$ cat src/rtl/jt89_wr_seq.sv
// Host-side write sequencer for the jt89 PSG: queues register commands and
// serialises them into latch/data bytes with spaced wr_n strobes.
module jt89_wr_seq #(
   parameter int DEPTH   = 4,
   parameter int WR_LOW  = 2,
   parameter int WR_HIGH = 2,
   parameter int ELIDE   = 1
) (
   input  logic                     clk,
   input  logic                     rst_n,
   input  logic                     cmd_valid,
   output logic                     cmd_ready,
   input  logic [2:0]               cmd_reg,
   input  logic [9:0]               cmd_data,
   input  logic                     psg_ready,
   output logic                     wr_n,
   output logic [7:0]               din,
   output logic                     busy,
   output logic [$clog2(DEPTH):0]   fifo_cnt
);

   localparam int AW   = $clog2(DEPTH);
   localparam int CW   = AW + 1;
   localparam int TMAX = (WR_LOW > WR_HIGH) ? WR_LOW : WR_HIGH;
   localparam int TW   = (TMAX > 1) ? $clog2(TMAX) : 1;
   localparam logic [TW-1:0] LO_LAST = TW'(WR_LOW - 1);
   localparam logic [TW-1:0] HI_LAST = TW'(WR_HIGH - 1);

   typedef enum logic [2:0] {
      IDLE,
      LAT_LO,
      LAT_HI,
      DAT_LO,
      DAT_HI
   } state_t;

   state_t          state_q, state_d;
   logic [TW-1:0]   tmr_q, tmr_d;
   logic            wr_n_q, wr_n_d;
   logic [7:0]      din_q, din_d;
   logic [5:0]      dat_q, dat_d;
   logic            dat_pend_q, dat_pend_d;
   logic [2:0][5:0] shadow_q, shadow_d;
   logic [2:0]      sh_vld_q, sh_vld_d;
   logic [AW-1:0]   wr_ptr_q, wr_ptr_d;
   logic [AW-1:0]   rd_ptr_q, rd_ptr_d;
   logic [CW-1:0]   cnt_q, cnt_d;
   logic [12:0]     mem_q [DEPTH];

   logic            push;
   logic            pop;
   logic [12:0]     head;
   logic [2:0]      head_reg;
   logic [9:0]      head_data;
   logic            is_noise;
   logic            is_tone;
   logic            sh_hit;
   logic [7:0]      latch_byte;

   assign cmd_ready = (cnt_q != CW'(DEPTH));
   assign push      = cmd_valid && cmd_ready;
   assign fifo_cnt  = cnt_q;
   assign wr_n      = wr_n_q;
   assign din       = din_q;
   assign busy      = (cnt_q != '0) || (state_q != IDLE);

   assign head       = mem_q[rd_ptr_q];
   assign head_reg   = head[12:10];
   assign head_data  = head[9:0];
   assign is_noise   = (head_reg == 3'b110);
   assign is_tone    = !head_reg[0] && !is_noise;
   assign latch_byte = {1'b1, head_reg, is_noise ? {1'b0, head_data[2:0]} : head_data[3:0]};

   always_ff @(posedge clk) begin
      if (push) mem_q[wr_ptr_q] <= {cmd_reg, cmd_data};
   end

   always_comb begin
      wr_ptr_d = push ? wr_ptr_q + AW'(1) : wr_ptr_q;
      rd_ptr_d = pop  ? rd_ptr_q + AW'(1) : rd_ptr_q;
      unique case ({push, pop})
         2'b10:   cnt_d = cnt_q + CW'(1);
         2'b01:   cnt_d = cnt_q - CW'(1);
         default: cnt_d = cnt_q;
      endcase
   end

   // Elision compares against the shadow as it stood before this pop.
   always_comb begin
      sh_hit = 1'b0;
      for (int unsigned i = 0; i < 3; i++) begin
         if (head_reg[2:1] == 2'(i) && sh_vld_q[2'(i)] && shadow_q[2'(i)] == head_data[9:4])
            sh_hit = 1'b1;
      end
   end

   always_comb begin
      state_d    = state_q;
      tmr_d      = tmr_q;
      wr_n_d     = wr_n_q;
      din_d      = din_q;
      dat_d      = dat_q;
      dat_pend_d = dat_pend_q;
      shadow_d   = shadow_q;
      sh_vld_d   = sh_vld_q;
      pop        = 1'b0;
      unique case (state_q)
         IDLE: begin
            if (cnt_q != '0 && psg_ready) begin
               pop        = 1'b1;
               din_d      = latch_byte;
               wr_n_d     = 1'b0;
               tmr_d      = '0;
               state_d    = LAT_LO;
               dat_d      = head_data[9:4];
               dat_pend_d = is_tone && !((ELIDE != 0) && sh_hit);
               for (int unsigned i = 0; i < 3; i++) begin
                  if (is_tone && head_reg[2:1] == 2'(i)) begin
                     shadow_d[2'(i)] = head_data[9:4];
                     sh_vld_d[2'(i)] = 1'b1;
                  end
               end
            end
         end
         LAT_LO, DAT_LO: begin
            if (tmr_q == LO_LAST) begin
               wr_n_d  = 1'b1;
               tmr_d   = '0;
               state_d = (state_q == LAT_LO) ? LAT_HI : DAT_HI;
            end else begin
               tmr_d = tmr_q + TW'(1);
            end
         end
         LAT_HI: begin
            if (tmr_q != HI_LAST) begin
               tmr_d = tmr_q + TW'(1);
            end else if (!dat_pend_q) begin
               tmr_d   = '0;
               state_d = IDLE;
            end else if (psg_ready) begin
               din_d   = {2'b00, dat_q};
               wr_n_d  = 1'b0;
               tmr_d   = '0;
               state_d = DAT_LO;
            end
         end
         DAT_HI: begin
            if (tmr_q != HI_LAST) begin
               tmr_d = tmr_q + TW'(1);
            end else begin
               tmr_d   = '0;
               state_d = IDLE;
            end
         end
         default: begin
            wr_n_d  = 1'b1;
            tmr_d   = '0;
            state_d = IDLE;
         end
      endcase
   end

   always_ff @(posedge clk or negedge rst_n) begin
      if (!rst_n) begin
         state_q    <= IDLE;
         tmr_q      <= '0;
         wr_n_q     <= 1'b1;
         din_q      <= '0;
         dat_q      <= '0;
         dat_pend_q <= 1'b0;
         shadow_q   <= '0;
         sh_vld_q   <= '0;
         wr_ptr_q   <= '0;
         rd_ptr_q   <= '0;
         cnt_q      <= '0;
      end else begin
         state_q    <= state_d;
         tmr_q      <= tmr_d;
         wr_n_q     <= wr_n_d;
         din_q      <= din_d;
         dat_q      <= dat_d;
         dat_pend_q <= dat_pend_d;
         shadow_q   <= shadow_d;
         sh_vld_q   <= sh_vld_d;
         wr_ptr_q   <= wr_ptr_d;
         rd_ptr_q   <= rd_ptr_d;
         cnt_q      <= cnt_d;
      end
   end

endmodule

$ cat config.mk
export PLATFORM = sky130hd
export DESIGN_NAME = jt89_wr_seq
export DESIGN_NICKNAME = d
export VERILOG_FILES = /design/src/rtl/jt89_wr_seq.sv
export SDC_FILE = /design/constraint.sdc
export NUM_CORES = 1
export LEC_CHECK = 0
export BUFFER_PORTS_ARGS = -buffer_cell sky130_fd_sc_hd__clkbuf_2
export CAP_MARGIN = 15
export CORE_ASPECT_RATIO = 1.75
export CORE_UTILIZATION = 50
export DETAILED_ROUTE_END_ITERATION = 8
export GPL_TIMING_DRIVEN = 0
export PLACE_DENSITY = 0.73
export SYNTH_ARGS = -nofsm -noshare
export SYNTH_HDL_FRONTEND = slang
export SYNTH_SLANG_ARGS = --single-unit
$ cat constraint.sdc
create_clock -name clk -period 3.9 [get_ports clk]
set_input_delay 0.78 -clock clk [delete_from_list [all_inputs] [get_ports clk]]
set_output_delay 0.78 -clock clk [all_outputs]
set_load 0.01 [all_outputs]
* After elaboration in Yosys (flattened, before gate mapping)
Memory sizes are Yosys's and may differ from the RTL's. Index checks and enable logic that the tools add are counted.
Word-level totals: bits in registers 48, RAM bits 52, output and inout bits 14, word-level logic and storage cells 107, memories kept 1
Operators by class: add/subtract/negate cells 5, equality and inequality tests 20, muxes and demuxes 33, bitwise logic cells 1, reductions and logical operators 32
Memory list:
- mem_q | depth 4, width 13, read ports 1, clocked after memory_dff 0, write ports 1, RTL line 48 | logic [12:0] mem_q [DEPTH];
Operator list (number):
- $mux 8 | 4
- $mux 3 | 7
- $eq 6x6->1 | 3
- $mux 1 | 16
- $pmux 8 s2 | 1
- $logic_and 1x1->1 | 13
- $ne 2x2->1 const B | 6
- $pmux 3 s4 | 1
- $reduce_and 5->1 | 2
- $reduce_and 3->1 | 3
- $eq 3x2->1 const B | 2
- $eq 3x3->1 const B | 2
- $ne 3x3->1 const B | 2
- $pmux 3 s2 | 1
- $reduce_and 6->1 | 1
- $reduce_bool 3->1 | 2
- $add 2x1->2 const B | 2
- $eq 2x1->1 const B | 2
- $eq 2x2->1 const B | 2
- $mux 4 | 1
- $pmux 1 s4 | 1
- $reduce_bool 2->1 | 2
- $add 3x1->3 const B | 1
- $eq 3x1->1 const B | 1
- 11 further kinds | 13

* Logic depth before layout (Yosys ltp)
Gate-level depths: netlist (run 1). An unclocked memory read counts as a cell.
depth in word-level cells 9, gate-level depth with buffers 11

* Least setup slack after synthesis (run 1)
OpenSTA, ideal clock, no wires.
path type reg-to-reg, from register state_q[1], to register cnt_q[2] (netlist: fifo_cnt[2]), setup time 0.079 ns, arrival 2.511 ns, required time 3.821 ns, path slack 1.309 ns, cell stages (with the launch flop) 12, buffers on the path 2, clock period less this slack 2.591 ns, cells stage by stage dfrtp_1 -> clkbuf_1 -> or3_1 -> or2_2 -> buf_2 -> clkinv_1 -> ha_1 -> inv_1 -> fa_1 -> xor2_1 -> nor2_1 -> xor2_1
On the way: word-level cells in the longest chain between the ends 4, elaborated cells between the ends (all ways) 6, those cells by class eq/ne (2); mux (2); reduce/logical (2)
RTL lines:
- start, declared | RTL line 37 | state_t state_q, state_d;
- start signal, assigned | RTL line 177 | state_q <= state_d;
- $logic_not 3->1 * | RTL line 107 | unique case (state_q)
- $mux 1 * | RTL line 107
- via pop | RTL line 51 | logic pop;
- $eq 2x1->1 / $eq 2x2->1 (equally long branches) | RTL line 81 | unique case ({push, pop})
- $pmux 3 s2 / $reduce_bool 2->1 (equally long branches)
- end signal, assigned | RTL line 187 | cnt_q <= cnt_d;
- end, declared | RTL line 47 | logic [CW-1:0] cnt_q, cnt_d;
The timed path passes the listed nets; every way through them passes the cells marked *. A chain may end at the register's enable or synchronous reset.

* Final worst setup path (run 1)
Ends and elaborated chain as after synthesis.

==> results of run 1 <==
==> cell families (layout without fill, tap and decap cells) <==
group	after synthesis	in the layout	synth area share
DFF	100	100	0.647
buffers and inverters	18	65	0.0199
AOI/OAI and AO/OA	25	25	0.0396
and+or+nand+nor	71	71	0.0850
adders and majority gates	6	6	0.0193
xor gates and xnor gates	24	24	0.0510
muxes	39	39	0.138
==> power by group through the flow <==
| stage | clock, mW | sequential [mW] | combinational (mW) |
|---|---|---|---|
| floorplan | 0 | 1.68 | 1.11 |
| global placement | 0 | 1.68 | 1.46 |
| detailed placement | 0 | 1.70 | 1.50 |
| CTS | 0.851 | 1.68 | 1.50 |
| global route | 0.883 | 1.72 | 1.65 |
| finish | 0.831 | 1.68 | 1.47 |
==> sequential cells by signal, summed over array words and instances, names as in the netlist, 3 cells and up <==
| register | count |
|---|---|
| din | 8 |
| shadow_q | 18 |
| sh_vld_q | 3 |
| fifo_cnt | 3 |
| state_q | 3 |
| dat_q | 6 |
| mem_q | 52 |
==> cell type report <==
type	instances	share of cell area
Sequential cell	100	0.568
Multi-Input combinational cell	165	0.292
Clock buffer	9	0.0463
Timing Repair Buffer	31	0.0350
Tap cell	115	0.0296
Clock inverter	7	0.0121
Buffer	7	0.00900
Inverter	11	0.00848
==> worst max-delay path, cell delays in order, from the launching register on <==
cell and delay, ns:
dfrtp_1 0.36, clkbuf_1 0.22, or3_1 0.50, or2_2 0.29
buf_2 0.19, clkinv_1 0.20, ha_1 0.22, inv_1 0.06
fa_1 0.37, xor2_1 0.15, nor2_1 0.11, xor2_1 0.17
==> through the flow <==
| stage | hold WS, ns | worst slack, ns | area (sq um) | utilization |
|---|---|---|---|---|
| final | 0.334 | 0.966 | 4870 | 0.585 |
| after global routing | 0.360 | 0.734 | 4870 | 0.585 |
| after CTS | 0.336 | 0.929 | 4870 | 0.585 |
| after detailed placement | 0.452 | 0.902 | 4580 | 0.551 |
| after global placement | 0.444 | 0.997 | 4560 | 0.549 |
| after floorplan | 0.426 | 1.31 | 4270 | - |
==> per-layer routing <==
layer / global-route usage / routed length [microns]
met1: 0.216 / 2880
met2: 0.311 / 3810
met3: 0.0333 / 147
met4: 0.0911 / 187
met5: 0 / 0
==> placed cells by master, fill, tap and decap left out, types with 3 or more instances in the layout <==
cell type,instances
ha_1,5
nand2_1,35
and3_1,4
a21oi_1,4
mux2_2,18
edfxtp_1,52
nor4_1,3
xnor2_1,12
mux4_2,14
clkinv_4,3
nand3_1,4
dfrtp_1,47
clkbuf_16,9
nor2_1,5
clkbuf_2,30
mux2i_1,7
nor2b_1,4
clkbuf_1,3
o21ai_0,9
nand2b_1,3
inv_1,10
xor2_1,11
==> how the worst min path moves through the flow <==
stage / start / end / slack (ns)
after global routing: rst_n / wr_ptr_q[0]$_DFFE_PN0P_ / 0.36
final: rst_n / wr_ptr_q[1]$_DFFE_PN0P_ / 0.33
after global placement: sh_vld_q[0]$_DFFE_PN0P_ / sh_vld_q[0]$_DFFE_PN0P_ / 0.44
after floorplan: sh_vld_q[0]$_DFFE_PN0P_ / sh_vld_q[0]$_DFFE_PN0P_ / 0.43
after CTS: rst_n / wr_ptr_q[1]$_DFFE_PN0P_ / 0.34
after detailed placement: sh_vld_q[2]$_DFFE_PN0P_ / sh_vld_q[2]$_DFFE_PN0P_ / 0.45
==> summary.log, run 1 <==
qor: synthesis.synth_most_common_cell edfxtp_1
qor: grt.grt_use_total 0.182
qor: cts.cts_sinks 100
qor: critical_path.cp_max_fo 10
qor: sta.finalSetupViolCount 0
qor: place.dp.cells 429
qor: power_and_ir_drop.power 3.98 mW
qor: floorplanning.fp.dieW 71.9 microns
qor: critical_path.critical_path.reg2reg.startpoint state_q[1]$_DFFE_PN0P_
qor: layout.insertedDiodeCount 0
qor: layout.multiInputGateArea 0.00142 sq mm
qor: drt.drtPass1Iterations 4
qor: sta.post-route-period-util 0.752
qor: critical_path.timing.setup.critical_path_class reg -> reg
qor: floorplanning.die-height 124 microns
qor: place.finalWeightedCongestion 0.758
qor: min_path.worstHoldPathType in -> async
qor: floorplanning.rows 44
qor: synthesis.netlist.area_leader.share 0.366
qor: power_and_ir_drop.comb_pwr_share 0.369
qor: layout.seqCellArea 0.00276 sq mm
qor: synthesis.netlist_instances 283
qor: drt.post_drt_wl_per_cell 15.8 microns
qor: layout.synthToLayoutAreaGrowth 14.0%
qor: cts.cts_buffer_depth 2
qor: synthesis.syn-num-nets 306
qor: sta.slew_viol_final 0
qor: layout.nFillCells 639
qor: synthesis.seq_total_area_yosys 0.647
qor: power_and_ir_drop.swShare 0.345
qor: drt.detail_route.drc_violations 0
qor: synthesis.dominantRegCellSynth edfxtp_1
qor: synthesis.yosysWarnings 0
qor: cts.cts_root_buffer clkbuf_16
qor: critical_path.worstPathArrival 3.19 ns
qor: synthesis.synth-edff-count 52
qor: power_and_ir_drop.ir_worst_vdd 0.447 mV
qor: synthesis.cell_types_with_the_highest_counts_after_synthesis edfxtp_1 (52), dfrtp_1 (47), nand2_1 (35)
qor: power_and_ir_drop.pwr-share-seq 0.422
qor: synthesis.synth.top_cells.by_area edfxtp_1 (37%), dfrtp_1 (28%), mux4_2 (7.4%)
qor: floorplanning.ioPinCount 31
qor: cts.post_cts.resized_instances 0
qor: critical_path.critical_path_endpoint_category flip-flop
qor: sta.rsz0062_at_grt no
qor: critical_path.worstSetupStartpoint state_q[1]$_DFFE_PN0P_
qor: cts.cts_tree yes
qor: critical_path.r2r_cells 11
qor: drt.average_via_count_per_standard_cell 5.31
qor: place.io_buffer_count 30
qor: layout.fin_nets 348
qor: cts.ctsHtreeMaxLevel 3
qor: power_and_ir_drop.internal_power 2.60 mW
qor: drt.route.vias.total 2,365
qor: synthesis.synth_area 0.00427 sq mm
qor: cts.clk_transition_reported_paths 0.07 ns
qor: sta.tightestPinTransition 0.797 ns
qor: sta.report.final.hold_viol_count 0
qor: sta.finalSetupTns 0 ns
qor: grt.antenna_found_initial 0
qor: critical_path.cp.required 4.16 ns
qor: grt.grt_max_degree 37
qor: synthesis.synth_area_leader_cell edfxtp_1
qor: outcome.run_status completed
qor: critical_path.timing.critical_path.to fifo_cnt[2]$_DFFE_PN0P_
qor: flow_run.cap_viol_max_count 0
qor: grt.grt_remaining_overflow 0
qor: power_and_ir_drop.p_leak 2.01 nW
qor: sta.final.min_clock_period 2.93 ns
qor: floorplanning.core_region_area 0.00831 sq mm
qor: sta.slew_headroom 0.464
qor: synthesis.synth.ff_latch_count 100
qor: power_and_ir_drop.power.net_switching 1.37 mW
qor: drt.finalWirelength 7.03 mm
qor: synthesis.postSynth.asyncResetShare 0.480
qor: drt.antenna_violating_nets_post_route 0
qor: sta.clock_skew 0.00444 ns
qor: floorplanning.initial_core_util 0.514
qor: cts.postCtsHoldBufs 0
qor: floorplanning.die_area 0.00893 sq mm
qor: synthesis.avgSynthCellArea 15.1 sq um
qor: grt.global_route_wire_length_before_repair 12.1 mm
qor: layout.layout_cells_sized_above_1 0.270
qor: critical_path.reg2reg_end fifo_cnt[2]$_DFFE_PN0P_
qor: grt.first_global_vias 2,408
qor: cts.numCtsBuffers 9
qor: power_and_ir_drop.power.share.clock 0.209
qor: place.dp_hpwl 5.05 mm
qor: sta.achievable-frequency 341 MHz
qor: layout.final_cells 445
qor: cts.clk-insertion-delay-late 0.34 ns
qor: drt.drt_first_iter_violations 120
qor: cts.post_cts.repair.setup_buffers 0
qor: critical_path.critPathLaunchType flip-flop
qor: power_and_ir_drop.cellPowerDensity 817 mW/mm^2
qor: critical_path.r2r_setup_slack 0.97 ns
qor: synthesis.netlist-cell-type-count 47
(Power assumes the default switching activity.)
==> run 2: changes to the inputs <==
Settings changed: PLACE_DENSITY 0.73 to 0.76.
Clock period 3.9 ns to 2.4 ns, I/O delays scaled along.
==> summary.log, run 2 (synthesized netlist as in run 1, its figures left out) <==
qor: sta.post-route-period-util 0.971
qor: layout.synthToLayoutAreaGrowth 15.4%
qor: critical_path.critical_path.reg2reg.startpoint state_q[1]$_DFFE_PN0P_
qor: layout.insertedDiodeCount 0
qor: place.place_ws -0.126 ns
qor: critical_path.critPathBufInv 4
qor: grt.antenna_found_initial 0
qor: sta.finalSetupViolCount 0
qor: floorplanning.fp.dieW 71.9 microns
qor: drt.detail_route.drc_violations 0
qor: drt.drt_first_iter_violations 158
qor: sta.clock_skew 0.00784 ns
qor: sta.achievable-frequency 429 MHz
qor: place.finalWeightedCongestion 0.807
qor: critical_path.cp.required 2.67 ns
qor: critical_path.critical_path_endpoint_category flip-flop
qor: cts.cts_tree yes
qor: power_and_ir_drop.p_leak 2.03 nW
qor: critical_path.timing.critical_path.slowest_cell_delay 0.39 ns
qor: drt.antenna_violating_nets_post_route 0
qor: floorplanning.rows 44
qor: cts.cts_sinks 100
qor: critical_path.r2r_cells 11
qor: sta.layout_setup_ws 0.0690 ns
qor: grt.global_route_wire_length_before_repair 12.1 mm
qor: cts.clk-insertion-delay-late 0.34 ns
qor: power_and_ir_drop.ir_worst_vdd 0.606 mV
qor: floorplanning.ioPinCount 31
qor: flow_run.cap_viol_max_count 0
qor: place.io_buffer_count 30
qor: layout.nFillCells 648
qor: sta.finalSetupTns 0 ns
qor: cts.postCtsHoldBufs 0
qor: critical_path.timing.setup.critical_path_class reg -> reg
qor: cts.clk_transition_reported_paths 0.06 ns
qor: cts.numCtsBuffers 9
qor: drt.drtPass1Iterations 4
qor: critical_path.timing.critical_path.max_delay_family simple AND/OR/NAND/NOR gates
qor: critical_path.critical-path-slowest-cell or3_4
qor: critical_path.crit_chain buf_8 > or3_4 > or2_4 > buf_8 > clkinv_8 > ha_4 > inv_1 > fa_2 > xor2_1 > nor2_1 > xor2_1
qor: grt.grt_use_total 0.188
qor: floorplanning.initial_core_util 0.514
qor: sta.report.final.hold_viol_count 0
qor: sta.slew_headroom 0.497
qor: grt.first_global_vias 2,481
qor: outcome.run_status completed
qor: layout.register_with_the_most_flip_flops mem_q
qor: grt.grt_remaining_overflow 0
qor: drt.route.vias.total 2,410
qor: drt.post_drt_wl_per_cell 16.7 microns
qor: sta.rsz0062_at_grt yes
qor: layout.largest_reg_flops 52
qor: layout.fin_nets 349
qor: layout.final_common_cell edfxtp_1
qor: sta.final.min_clock_period 2.33 ns
qor: drt.average_via_count_per_standard_cell 5.40
qor: power_and_ir_drop.cellPowerDensity 1330 mW/mm^2
qor: critical_path.critPathLaunchType flip-flop
qor: layout.postLayoutCellArea 0.00493 sq mm
qor: critical_path.reg2reg_end fifo_cnt[2]$_DFFE_PN0P_
qor: critical_path.r2r_setup_slack 0.07 ns
qor: place.dp_hpwl 5.24 mm
qor: cts.cts_root_buffer clkbuf_16
qor: place.post_dp_cell_area 0.00459 sq mm
qor: cts.cts_buffer_depth 2
qor: sta.tightestPinTransition 0.755 ns
qor: sta.slew_viol_final 0
qor: cts.ctsHtreeMaxLevel 3
qor: critical_path.worstPathArrival 2.60 ns
qor: drt.finalWirelength 7.46 mm
qor: critical_path.cp_max_fo 10
qor: layout.layout_cells_sized_above_1 0.293
qor: min_path.worstHoldPathType in -> async
qor: floorplanning.die-height 124 microns
qor: layout.final_cell_mix edfxtp_1 (52), dfrtp_1 (46), nand2_1 (35)
qor: floorplanning.core_region_area 0.00831 sq mm
qor: floorplanning.die_area 0.00893 sq mm
qor: grt.grt_max_degree 49
-- run 2: timing repair --
| action | 4_1_cts | 5_1_grt |
|---|---|---|
| setup endpoints to repair | 3 | 2 |
| gates resized for setup | 5 | 5 |
| pin swaps | 1 | 2 |
| buffers inserted | 1 | 1 |
-- run 2: how the worst max path moves through the flow --
| stage | startpoint | endpoint | cells past startpoint |
|---|---|---|---|
| final | state_q[1]$_DFFE_PN0P_ | fifo_cnt[2]$_DFFE_PN0P_ | 11 |
| after global routing | state_q[1]$_DFFE_PN0P_ | fifo_cnt[2]$_DFFE_PN0P_ | 11 |
| after CTS | rd_ptr_q[1]$_DFFE_PN0P_ | dat_pend_q$_DFFE_PN0P_ | 6 |
| after global placement | rd_ptr_q[1]$_DFFE_PN0P_ | dat_pend_q$_DFFE_PN0P_ | 7 |
| after detailed placement | rd_ptr_q[1]$_DFFE_PN0P_ | dat_pend_q$_DFFE_PN0P_ | 7 |
| after floorplan | state_q[1]$_DFFE_PN0P_ | fifo_cnt[2]$_DFFE_PN0P_ | 11 |
-- run 2: layer usage --
layer | global-route usage | wire length, microns | up-vias
li1 | - | - | 1134
met1 | 0.202 | 2790 | 1210
met2 | 0.329 | 4220 | 51
met3 | 0.0511 | 253 | 15
met4 | 0.0934 | 192 | 0
met5 | 0 | 0 | -
-- run 2: cell type report --
cell class	count	area (sq um)	share of cell area
Sequential cell	100	2770	0.561
Inverter	11	53.8	0.0109
Timing Repair Buffer	33	185	0.0376
Tap cell	115	144	0.0292
Buffer	6	63.8	0.0129
Multi-Input combinational cell	165	1450	0.294
Clock inverter	6	40.0	0.00812
Clock buffer	10	229	0.0465
-- run 2: stage by stage --
stage	instances	power [mW]	hold slack, ns	util
floorplan	283	4.58	0.184	-
global placement	428	5.15	0.448	0.552
detailed placement	428	5.25	0.450	0.552
CTS	444	6.60	0.342	0.588
global route	446	7.01	0.0639	0.593
finish	446	6.57	0.0438	0.593
-- run 2: report_power, final --
part / switching (mW) / leakage, nW / internal, mW
Sequential: 0.343 / 1.07 / 2.42
Clock: 0.602 / 0.129 / 0.701
Combinational: 1.32 / 0.836 / 1.19
Total: 2.27 / 2.03 / 4.31
==> run 3: changes to the inputs <==
--- a/config.mk
+++ b/config.mk
@@ -14,2 +14,3 @@
 export PLACE_DENSITY = 0.76
+export REMOVE_ABC_BUFFERS = 1
 export SYNTH_ARGS = -nofsm -noshare
==> constraint.sdc (replaced) <==
create_clock -name clk -period 2.4 [get_ports clk]
set_input_delay 0 -clock clk [delete_from_list [all_inputs] [get_ports clk]]
set_output_delay 0 -clock clk [all_outputs]
set_load 0.01 [all_outputs]
==> summary.log, run 3 (synthesized netlist as in run 1, its figures left out) <==
qor: floorplanning.core_region_area 0.00831 sq mm
qor: grt.global_route_wire_length_before_repair 12.8 mm
qor: critical_path.worst-path-stages 9
qor: sta.clock_skew 0.00706 ns
qor: critical_path.timing.critical_path.slowest_cell_delay 0.45 ns
qor: layout.synthToLayoutAreaGrowth 17.6%
qor: min_path.worstHoldPathType in -> reg
qor: grt.first_global_vias 2,532
qor: drt.post_drt_wl_per_cell 16.4 microns
qor: place.dp_hpwl 5.10 mm
qor: critical_path.r2r_cells 9
qor: sta.hold_slack 0.0977 ns
qor: cts.cts_tree yes
qor: power_and_ir_drop.ir_worst_vdd 0.604 mV
qor: power_and_ir_drop.cellPowerDensity 1300 mW/mm^2
qor: sta.slew_headroom 0.526
qor: critical_path.timing.setup.critical_path_class reg -> reg
qor: critical_path.crit_chain or3_4 > or2_4 > clkinv_4 > ha_1 > inv_1 > fa_1 > xor2_1 > nor2_1 > xor2_1
qor: drt.average_via_count_per_standard_cell 5.23
qor: critical_path.critical_path_endpoint_category flip-flop
qor: layout.register_with_the_most_flip_flops mem_q
qor: layout.final_common_cell edfxtp_1
qor: floorplanning.die-height 124 microns
qor: grt.grt_use_total 0.196
qor: layout.insertedDiodeCount 0
qor: power_and_ir_drop.p_leak 2.07 nW
qor: drt.route.vias.total 2,401
qor: floorplanning.ioPinCount 31
qor: floorplanning.rows 44
qor: cts.cts_sinks 100
qor: layout.fin_nets 362
qor: layout.final_cell_mix edfxtp_1 (52), dfrtp_1 (43), nand2_1 (35)
qor: drt.detail_route.drc_violations 0
qor: critical_path.cp_max_fo 9
qor: critical_path.timing.critical_path.max_delay_family simple AND/OR/NAND/NOR gates
qor: place.finalWeightedCongestion 0.817
qor: critical_path.crit_top_cell xor2_1
qor: layout.layout_cells_sized_above_1 0.276
qor: outcome.run_status completed
qor: sta.tightestPinTransition 0.711 ns
qor: cts.cts_buffer_depth 2
qor: critical_path.worstPathArrival 2.59 ns
qor: min_path.timing.hold.worst_path_depth 3
qor: sta.final.min_clock_period 2.33 ns
qor: sta.post-route-period-util 0.969
qor: layout.final_cells 459
qor: cts.cts_root_buffer clkbuf_16
qor: place.dp.cells 422
qor: place.place_ws -0.471 ns
qor: cts.numCtsBuffers 9
qor: sta.slew_viol_final 0
qor: drt.drtPass1Iterations 4
qor: sta.finalSetupTns 0 ns
qor: critical_path.critPathBufInv 2
qor: sta.rsz0062_at_grt yes
qor: layout.largest_reg_flops 52
qor: grt.grt_max_degree 28
qor: place.io_buffer_count 30
qor: drt.finalWirelength 7.51 mm
qor: drt.antenna_violating_nets_post_route 0
qor: drt.drt_first_iter_violations 198
qor: flow_run.cap_viol_max_count 0
qor: critical_path.cp.required 2.67 ns
qor: sta.finalSetupViolCount 0
qor: critical_path.critical-path-slowest-cell dfrtp_2
qor: cts.clk_transition_reported_paths 0.06 ns
qor: critical_path.critPathLaunchType flip-flop
qor: cts.clk-insertion-delay-late 0.34 ns
qor: sta.report.final.hold_viol_count 0
qor: floorplanning.initial_core_util 0.514
qor: floorplanning.die_area 0.00893 sq mm
qor: floorplanning.fp.dieW 71.9 microns
qor: cts.ctsHtreeMaxLevel 3
qor: layout.finalCoreUtilization 0.604
qor: sta.layout_setup_ws 0.0734 ns
qor: grt.grt_remaining_overflow 0
qor: sta.achievable-frequency 430 MHz
qor: grt.antenna_found_initial 0
==> run 3: cell types whose count changed in the layout (fill, tap and decap cells not counted), moves of 2 or more <==
cell,change
dlygate4sd3_1,+14
buf_4,+4
dfrtp_1,-3
buf_6,-2
buf_8,-2
clkinv_1,+2
clkinv_2,-2
dfrtp_2,+2
==> run 3: where the power goes <==
part	switching, mW	internal, mW	leakage [nW]	total (mW)
logic	1.24	1.16	0.884	2.40
registers	0.407	2.42	1.06	2.83
clock network	0.595	0.696	0.121	1.29
total	2.25	4.28	2.07	6.52
==> run 3: metal layers <==
| layer | routed length [microns] | vias to the layer above | global-route usage |
|---|---|---|---|
| met2 | 4190 | 35 | 0.332 |
| met1 | 3060 | 1205 | 0.238 |
| met5 | 0 | - | 0 |
| met3 | 123 | 9 | 0.0414 |
| met4 | 134 | 0 | 0.0877 |
| li1 | - | 1152 | - |
==> run 3: through the flow <==
step / area, sq um / total power [mW]
6_report: 5020 / 6.52
5_1_grt: 5020 / 6.98
2_1_floorplan: 4230 / 4.47
3_3_place_gp: 4520 / 5.02
4_1_cts: 5000 / 6.54
3_5_place_dp: 4540 / 5.14
==> run 3: layout make-up <==
type / count / area, sq um
fillers: 625 / 3290
clock inverters: 5 / 28.8
multi-input cells: 165 / 1430
flip-flops and latches: 100 / 2770
repair buffers: 52 / 363
inverters: 11 / 46.3
well taps: 115 / 144
clock buffers: 11 / 233
==> run 3: worst reg2reg max path, cell delays in order (launching register included) <==
cell and delay [ns]:
dfrtp_2 0.45, or3_4 0.41, or2_4 0.27, clkinv_4 0.09, ha_1 0.19, inv_1 0.06, fa_1 0.37, xor2_1 0.15
nor2_1 0.12, xor2_1 0.15
==> run 3: worst paths after layout <==
path / start / end / slack, ns
max: state_q[0]$_DFFE_PN0P_ / fifo_cnt[2]$_DFFE_PN0P_ / 0.07
min: cmd_valid / wr_ptr_q[0]$_DFFE_PN0P_ / 0.1
max reg2reg: state_q[0]$_DFFE_PN0P_ / fifo_cnt[2]$_DFFE_PN0P_ / 0.07
min reg2reg: sh_vld_q[0]$_DFFE_PN0P_ / sh_vld_q[0]$_DFFE_PN0P_ / 0.47
max in group asynchronous: rst_n / rd_ptr_q[0]$_DFFE_PN0P_ / 1.64
min in group asynchronous: rst_n / wr_ptr_q[1]$_DFFE_PN0P_ / 0.19
==> run 3: what timing repair did <==
action	in CTS	in global routing
setup buffers	4	3
endpoints found under the setup margin	24	2
gates cloned	0	0
endpoints found under the hold margin	72	0
hold buffers	14	0
resized for setup	10	0
